`src/rtl/regfile_sb.sv`:
```
// Scoreboarded register file: two bypassed read ports and one muxed write port.
// An in-order pending-load queue tracks outstanding loads, with a busy flag per register.
module regfile_sb #(
    parameter int DATA_W   = 32,
    parameter int NREG     = 8,
    parameter int AW       = $clog2(NREG),
    parameter int IMM_W    = 8,
    parameter int LQ_DEPTH = 2
) (
    input  logic              clk,
    input  logic              rst,
    input  logic [AW-1:0]     ra1,
    input  logic [AW-1:0]     ra2,
    output logic [DATA_W-1:0] rd1,
    output logic [DATA_W-1:0] rd2,
    output logic              busy1,
    output logic              busy2,
    input  logic              wr_en,
    input  logic [AW-1:0]     wr_addr,
    input  logic [1:0]        wr_src,
    input  logic [DATA_W-1:0] alu_wd,
    input  logic [IMM_W-1:0]  imm,
    input  logic [IMM_W-1:0]  im_rd,
    input  logic              ld_issue,
    input  logic [AW-1:0]     ld_addr,
    input  logic              ld_resp_valid,
    input  logic [DATA_W-1:0] ld_resp_data,
    output logic              ld_full,
    output logic              err
);
    localparam int PW = $clog2(LQ_DEPTH);
    localparam int CW = $clog2(LQ_DEPTH + 1);

    logic [DATA_W-1:0] regs [NREG];
    logic [NREG-1:0]   pending, pending_nxt;
    logic [AW-1:0]     lq [LQ_DEPTH];
    logic [PW-1:0]     rd_ptr, wr_ptr;
    logic [CW-1:0]     count;
    logic              err_q;

    logic              q_empty, q_full, resp_pop, resp_err;
    logic [AW-1:0]     head;
    logic [DATA_W-1:0] wr_data;
    logic              wr_commit, wr_err;
    logic              iss_pend, iss_ok, iss_err;

    assign q_empty  = (count == '0);
    assign q_full   = (count == CW'(LQ_DEPTH));
    assign head     = lq[rd_ptr];
    assign resp_pop = ld_resp_valid & ~q_empty;
    assign resp_err = ld_resp_valid & q_empty;

    always_comb begin
        wr_data = alu_wd;
        case (wr_src)
            2'b01:   wr_data = {{(DATA_W-IMM_W){1'b0}}, imm};
            2'b10:   wr_data = {{(DATA_W-IMM_W){1'b0}}, im_rd};
            default: wr_data = alu_wd;
        endcase
    end

    // pending[0] is never set, so a write to r0 is silently dropped without err.
    assign wr_commit = wr_en & (wr_src != 2'b11) & (wr_addr != '0) & ~pending[wr_addr];
    assign wr_err    = wr_en & ((wr_src == 2'b11) | pending[wr_addr]);

    // A same-cycle response to the same register frees it for re-issue.
    assign iss_pend = pending[ld_addr] & ~(resp_pop & (head == ld_addr));
    assign iss_ok   = ld_issue & (~q_full | ld_resp_valid) & ~iss_pend;
    assign iss_err  = ld_issue & ~iss_ok;

    assign rd1 = (ra1 == '0) ? '0 :
                 (resp_pop && head == ra1) ? ld_resp_data :
                 (wr_commit && wr_addr == ra1) ? wr_data : regs[ra1];
    assign rd2 = (ra2 == '0) ? '0 :
                 (resp_pop && head == ra2) ? ld_resp_data :
                 (wr_commit && wr_addr == ra2) ? wr_data : regs[ra2];

    assign busy1   = pending[ra1] & ~(resp_pop & (head == ra1));
    assign busy2   = pending[ra2] & ~(resp_pop & (head == ra2));
    assign ld_full = q_full;
    assign err     = err_q;

    always_comb begin
        pending_nxt = pending;
        if (resp_pop) pending_nxt[head] = 1'b0;
        if (iss_ok && ld_addr != '0) pending_nxt[ld_addr] = 1'b1;
    end

    always_ff @(posedge clk) begin
        if (rst) begin
            for (int i = 0; i < NREG; i++) regs[i] <= '0;
            pending <= '0;
            rd_ptr  <= '0;
            wr_ptr  <= '0;
            count   <= '0;
            err_q   <= 1'b0;
        end else begin
            // A load response outranks the arch write; they never collide since
            // a write to a pending register is dropped.
            if (wr_commit) regs[wr_addr] <= wr_data;
            if (resp_pop) begin
                if (head != '0) regs[head] <= ld_resp_data;
                rd_ptr <= rd_ptr + PW'(1);
            end
            if (iss_ok) wr_ptr <= wr_ptr + PW'(1);
            pending <= pending_nxt;
            count   <= count + CW'(iss_ok) - CW'(resp_pop);
            if (wr_err || iss_err || resp_err) err_q <= 1'b1;
        end
    end

    // Queue storage needs no reset; entries are only read while count says valid.
    always_ff @(posedge clk) begin
        if (!rst && iss_ok) lq[wr_ptr] <= ld_addr;
    end
endmodule

```
`config.mk`:
```
export PLATFORM = sky130hd
export DESIGN_NAME = regfile_sb
export DESIGN_NICKNAME = d
export VERILOG_FILES = /design/src/rtl/regfile_sb.sv
export SDC_FILE = /design/constraint.sdc
export NUM_CORES = 1
export LEC_CHECK = 0
export CELL_PAD_IN_SITES_DETAIL_PLACEMENT = 1
export CELL_PAD_IN_SITES_GLOBAL_PLACEMENT = 2
export CORE_ASPECT_RATIO = 1.2
export CORE_MARGIN = 2
export CORE_UTILIZATION = 36
export DETAILED_ROUTE_END_ITERATION = 8
export PLACE_DENSITY = 0.8
export SLEW_MARGIN = 5
export SYNTH_ARGS = -nofsm -noshare
export SYNTH_HDL_FRONTEND = slang
export SYNTH_SLANG_ARGS = --single-unit
```
`constraint.sdc`:
```
create_clock -name clk -period 3.31 [get_ports clk]
set_input_delay 0.8275 -clock clk [delete_from_list [all_inputs] [get_ports clk]]
set_output_delay 0.8275 -clock clk [all_outputs]
set_load 0.03 [all_outputs]
```
### Word level (Yosys, flattened, before mapping)

Memories as Yosys holds them, arrays and structs flattened. A register that Yosys moved wholly into a read port is not among the register bits.
Cells that the tools add are included.

* divide/modulo/power cells: 0
* $add $sub $neg: 4
* equality and inequality tests: 10
* multiplexer cells: 40
* bitwise logic cells: 28
* order comparisons: 7
* reduce and logical (&&, ||, !) cells: 19
* shifts and indexed selects: 0
* multipliers: 0

Operators with widths (number)
* 32-bit 2-to-1 mux: 8
* 32-bit one-hot mux with 2 select lines: 1
* 32-bit OR reduction: 2
* 1-bit 2-to-1 mux: 21
* 3-bit by 4-bit < comparator with 1-bit output, second input constant: 5
* 8-bit 2-to-1 mux: 2
* 1-bit bitwise AND: 15
* 3-bit equality test: 5
* 1-bit binary-select mux with 3-bit select: 4
* 3-bit nonzero test: 3
* 8-bit bitwise AND: 1
* 1-bit logical AND: 8
* 1-bit inverter: 8
* 8-bit inverter: 1
* 8-bit OR: 1
* 1-bit demux with 3-bit select: 2
* 2-bit equality test, second input constant: 3
* 3-bit by 1-bit >= comparator with 1-bit output, second input constant: 2
* 3-bit logical NOT: 2
* 3-bit 2-to-1 mux: 2
* 1-bit adder, second input constant: 2
* 2-bit by 1-bit adder with 2-bit output: 1
* 2-bit by 1-bit equality test with 1-bit output, second input constant: 1
* 2-bit logical NOT: 1
* 5 further kinds: 7

* input bits: 99
* bits in writable memories: 262
* word-level logic and storage cells: 115
* output and inout port bits: 68
* ROM bits: 0
* memories kept: 2
* flip-flop bits (word level): 13
* bits in latches: 0

Memory list
* regs: words 8, bits a word 32, read ports 2, clocked after memory_dff 0, wr ports 8, line 34 `logic [DATA_W-1:0] regs [NREG];`
* lq: words 2, bits a word 3, read ports 1, clocked after memory_dff 1, wr ports 1, line 36 `logic [AW-1:0] lq [LQ_DEPTH];`

### Depth between registers and ports, before layout

* depth in word-level cells: 12
* mapped depth: 10
* depth with buffers taken out: 9

### Least setup slack after synthesis

OpenSTA, ideal clock, no wires.

* path type: input-to-reg
* start: input wr_src[0]
* end: memory regs[7][0], enable pin
* stages on the path: 7
* arrival: 2.937 ns
* slack: -0.058 ns
* library setup time: 0.431 ns
* required time: 2.879 ns
* path buffers: 2
* cells stage by stage: ha_1 nor2b_1 nand3_1 or3_1 clkbuf_1 clkbuf_1 o211ai_1

RTL lines
* start, declared: line 20 `input logic [1:0] wr_src,`
* end, declared: line 34

### Worst setup path in the final report

* start: input wr_addr[1]
* end: output rd1[24]

* word-level cells in the longest chain between the ends: 8
* elaborated cells on any way between the ends: 11
* classes of those cells: eq/ne (1); mux (5); bitwise (3); reduce/logical (2)

RTL lines
* start, declared: line 19 `input logic [AW-1:0] wr_addr,`
* 1-bit binary-select mux with 3-bit select: line 63 `assign wr_commit = wr_en & (wr_src != 2'b11) & (wr_addr != '0) & ~pending[wr_addr];`
* 1-bit 2-to-1 mux (not written as such): line 63
* 1-bit inverter: line 63
* 1-bit bitwise AND: line 63
* 1-bit logical AND *: line 73 `(wr_commit && wr_addr == ra1) ? wr_data : regs[ra1];`
* 32-bit 2-to-1 mux *: line 73
* 32-bit 2-to-1 mux *: line 72 `(resp_pop && head == ra1) ? ld_resp_data :`
* 32-bit 2-to-1 mux *: line 71 `assign rd1 = (ra1 == '0) ? '0 :`
* end, declared: line 14 `output logic [DATA_W-1:0] rd1,`

Mark *: on every way between the ends. The rest lies on a longest branch, timed or not. The select of a mux whose other input is x is not followed.

==> results_dict.tcl <==
set metrics [dict create \
    die-width_um 205.2 \
    area_growth_pct 35.52 \
    cts_max_level 1 \
    slowest_delay_ns 0.25 \
    worstSetupPathType "in2out" \
    layout-drive-gt1-share_pct 33.62 \
    portBuffers 166 \
    ios 167 \
    first_pass_iters 5 \
    syn_area_per_cell_sq_um 12.29 \
    cts-root-buf "clkbuf_16" \
    critPathRequiredTime_ns 2.48 \
    ys_ff_latch 276 \
    ys.flop_type "edfxtp_1" \
    clkLatencyLatePin_ns 0.58 \
    total_power_w 0.01084 \
    ys_top_cells_by_area "edfxtp_1, mux4_2, mux2i_1" \
    setup_viol 64 \
    drt-total-wl_um 69790 \
    worstPathCellList "buf_2, buf_6, or2_4, o22ai_4, buf_12, nor4_4, buf_6, buf_12, buf_16, mux2i_2, a22o_2, buf_12" \
    pre_cts_ws_ns -0.7483 \
    die_y_um 245.4 \
    yosys.area.top_type "edfxtp_1" \
    yosysMostFrequentCell "edfxtp_1" \
    postLayoutCellArea_sq_mm 0.02369 \
    area.sequential_sq_mm 0.008152 \
    antennaDiodeCount 0 \
    cts_tree "built" \
    synthArstFlopShare_pct 0 \
    powerDensity_mw_per_mm2 457.7 \
    fin_crit_sh_pct 107.2 \
    max_cap_viol_count 0 \
    synth.top_cell.area_share_pct 45.01 \
    fin_nets 1801 \
    min_period_ns 3.549 \
    grt_max_degree 49 \
    nFillCells 4875 \
    multi_input_area_sq_mm 0.009221 \
    synth-edff-count 262 \
    yosys_warnings 0 \
    cp_common_cell "buf_12" \
    cpMaxStageDelayCell "or2_4" \
    rsz0062_at_grt "true" \
    path_max_fanout 7 \
    synth_common_cells "edfxtp_1, nand2_1, mux2i_1" \
    num_rows 88 \
    start_util_pct 36.41 \
    relSlewSlack_pct 33.66 \
    place_congestion 0.8272 \
    wl_per_cell_um 29.75 \
    clock_skew_ns 0.01238 \
    drt_iter0_markers 1321 \
    vias 14684 \
    placed_area_sq_mm 0.02155 \
    hpwlAfterDp_um 42770 \
    ant_nets 0 \
    cts_buffers 29 \
    final-hold-violation-count 0 \
    grt_pass1_vias 15677 \
    netlist_instances 1422 \
    cp-start-kind "input pin" \
    globalRouteOverflowTotal 0 \
    failed_checks "setup timing" \
    clockBufferDepth 3 \
    post-route-drc-count 0 \
    core_area_sq_mm 0.04801 \
    slew_violations 0 \
    vias_per_cell 6.259 \
    dieArea_sq_mm 0.05034 \
    arrival_ns 2.72 \
    timing.final.ws_setup_ns -0.2392 \
    path_clk_slew_ns 0.06 \
    grt_pass1_wl_um 102600 \
    yosysUniqueCellTypes 54 \
    outcome "complete, but fails checks" \
    track_usage_pct 27.73 \
    antenna_found_initial 0 \
    max_freq_mhz 281.8 \
    netlist_area_sq_mm 0.01748 \
    endpoint_kind "output port" \
    clkSinkCount 276 \
    hold_path_class "reg2reg" \
    p_leak_nw 8.514 \
    ir_drop_v 0.0004943 \
    tightest_slew_ns 0.9912 \
    ys_seq_area_share_pct 46.61 \
]
-- cell families (layout without fill, tap and decap cells) --
| logic type | Yosys count | count (layout) | synth area share [%] |
|---|---|---|---|
| AOI/OAI and AO/OA | 343 | 343 | 13.74 |
| and+or+nand+nor | 330 | 331 | 8.339 |
| xor gates and xnor gates | 18 | 18 | 0.9019 |
| adders and majority gates | 5 | 5 | 0.3579 |
| buffers and inverters | 179 | 441 | 4.889 |
| DFF | 276 | 276 | 46.61 |
| muxes | 270 | 270 | 25.14 |
| other | 1 | 32 | 0.02145 |
-- what timing repair did --
item,in CTS,in global routing
hold buffers,0,0
gates cloned,13,1
gates resized for setup,124,22
endpoints found under the hold margin,0,0
endpoints found under the setup margin,66,64
buffers inserted,23,10
pin swaps,47,18
-- final cells by class --
| type | count | share of cell area [%] |
|---|---|---|
| Clock inverter | 13 | 0.3486 |
| Inverter | 11 | 0.1743 |
| Multi-Input combinational cell | 999 | 38.92 |
| Timing Repair Buffer | 380 | 19.63 |
| Clock buffer | 37 | 3.190 |
| Tap cell | 630 | 3.327 |
| Sequential cell | 276 | 34.41 |
-- final timing paths --
kind,start,endpoint,slack (ns),depth (start not counted)
worst max register to register,flip-flop,count[1],0.79,12
worst max-delay path,wr_addr[1],rd1[24],-0.24,12
worst min register to register,wr_ptr,wr_ptr,0.46,1
worst min-delay path,wr_ptr,wr_ptr,0.46,1
-- metal layers --
| metal | wire, um | vias to the layer above | global-route usage (%) |
|---|---|---|---|
| met3 | 5630 | 170 | 3.737 |
| met1 | 26360 | 7615 | 35.12 |
| met5 | 0 | - | 0 |
| met4 | 2717 | 0 | 11.17 |
| li1 | - | 6090 | - |
| met2 | 35080 | 809 | 47.78 |
-- power by group --
part	leakage (nW)	internal [W]	switching [W]
clock	0.407	0.00167	0.00139
sequential	2.81	0.00413	0.000166
combinational	5.30	0.00175	0.00174
-- worst max-delay path, delay by kind of cell --
kind                   cells  cell delay [ns]
AND/OR/NAND/NOR            2             0.29
buffers and inverters      7             0.96
AO/OA/AOI/OAI              2             0.48
multiplexers               1             0.14
-- sequential cells by signal, summed over array words and instances (netlist names), named ones only --
signal   flops
regs       256
pending      8
lq           6
count        2
err          1
rd_ptr       1
wr_ptr       1
-- stage by stage --
step	std cells	TNS (ns)	utilization (%)	hold slack, ns
finish	2346	-10.78	49.35	0.4608
global placement	2253	-38.14	44.89	0.4347
floorplan	1453	0	-	0.4262
CTS	2337	-13.36	49.00	0.4660
detailed placement	2253	-44.45	44.89	0.4554
global route	2346	-17.23	49.35	0.4891
-- cell usage in the layout (no fill, tap or decap), types with 21 or more instances in the layout --
cell type / netlist / layout
edfxtp_1: 262 / 262
nand2_1: 256 / 255
buf_4: 4 / 143
o31ai_1: 132 / 132
mux4_2: 132 / 132
mux2i_1: 134 / 124
buf_12: 0 / 96
clkdlybuf4s50_1: 0 / 86
o21ai_0: 61 / 61
o21ai_1: 42 / 41
a22o_4: 0 / 33
conb_1: 1 / 32
a22o_2: 0 / 31
clkbuf_16: 0 / 30
buf_6: 14 / 28
nor2_1: 23 / 21
Power figures use the tool's default switching activity.
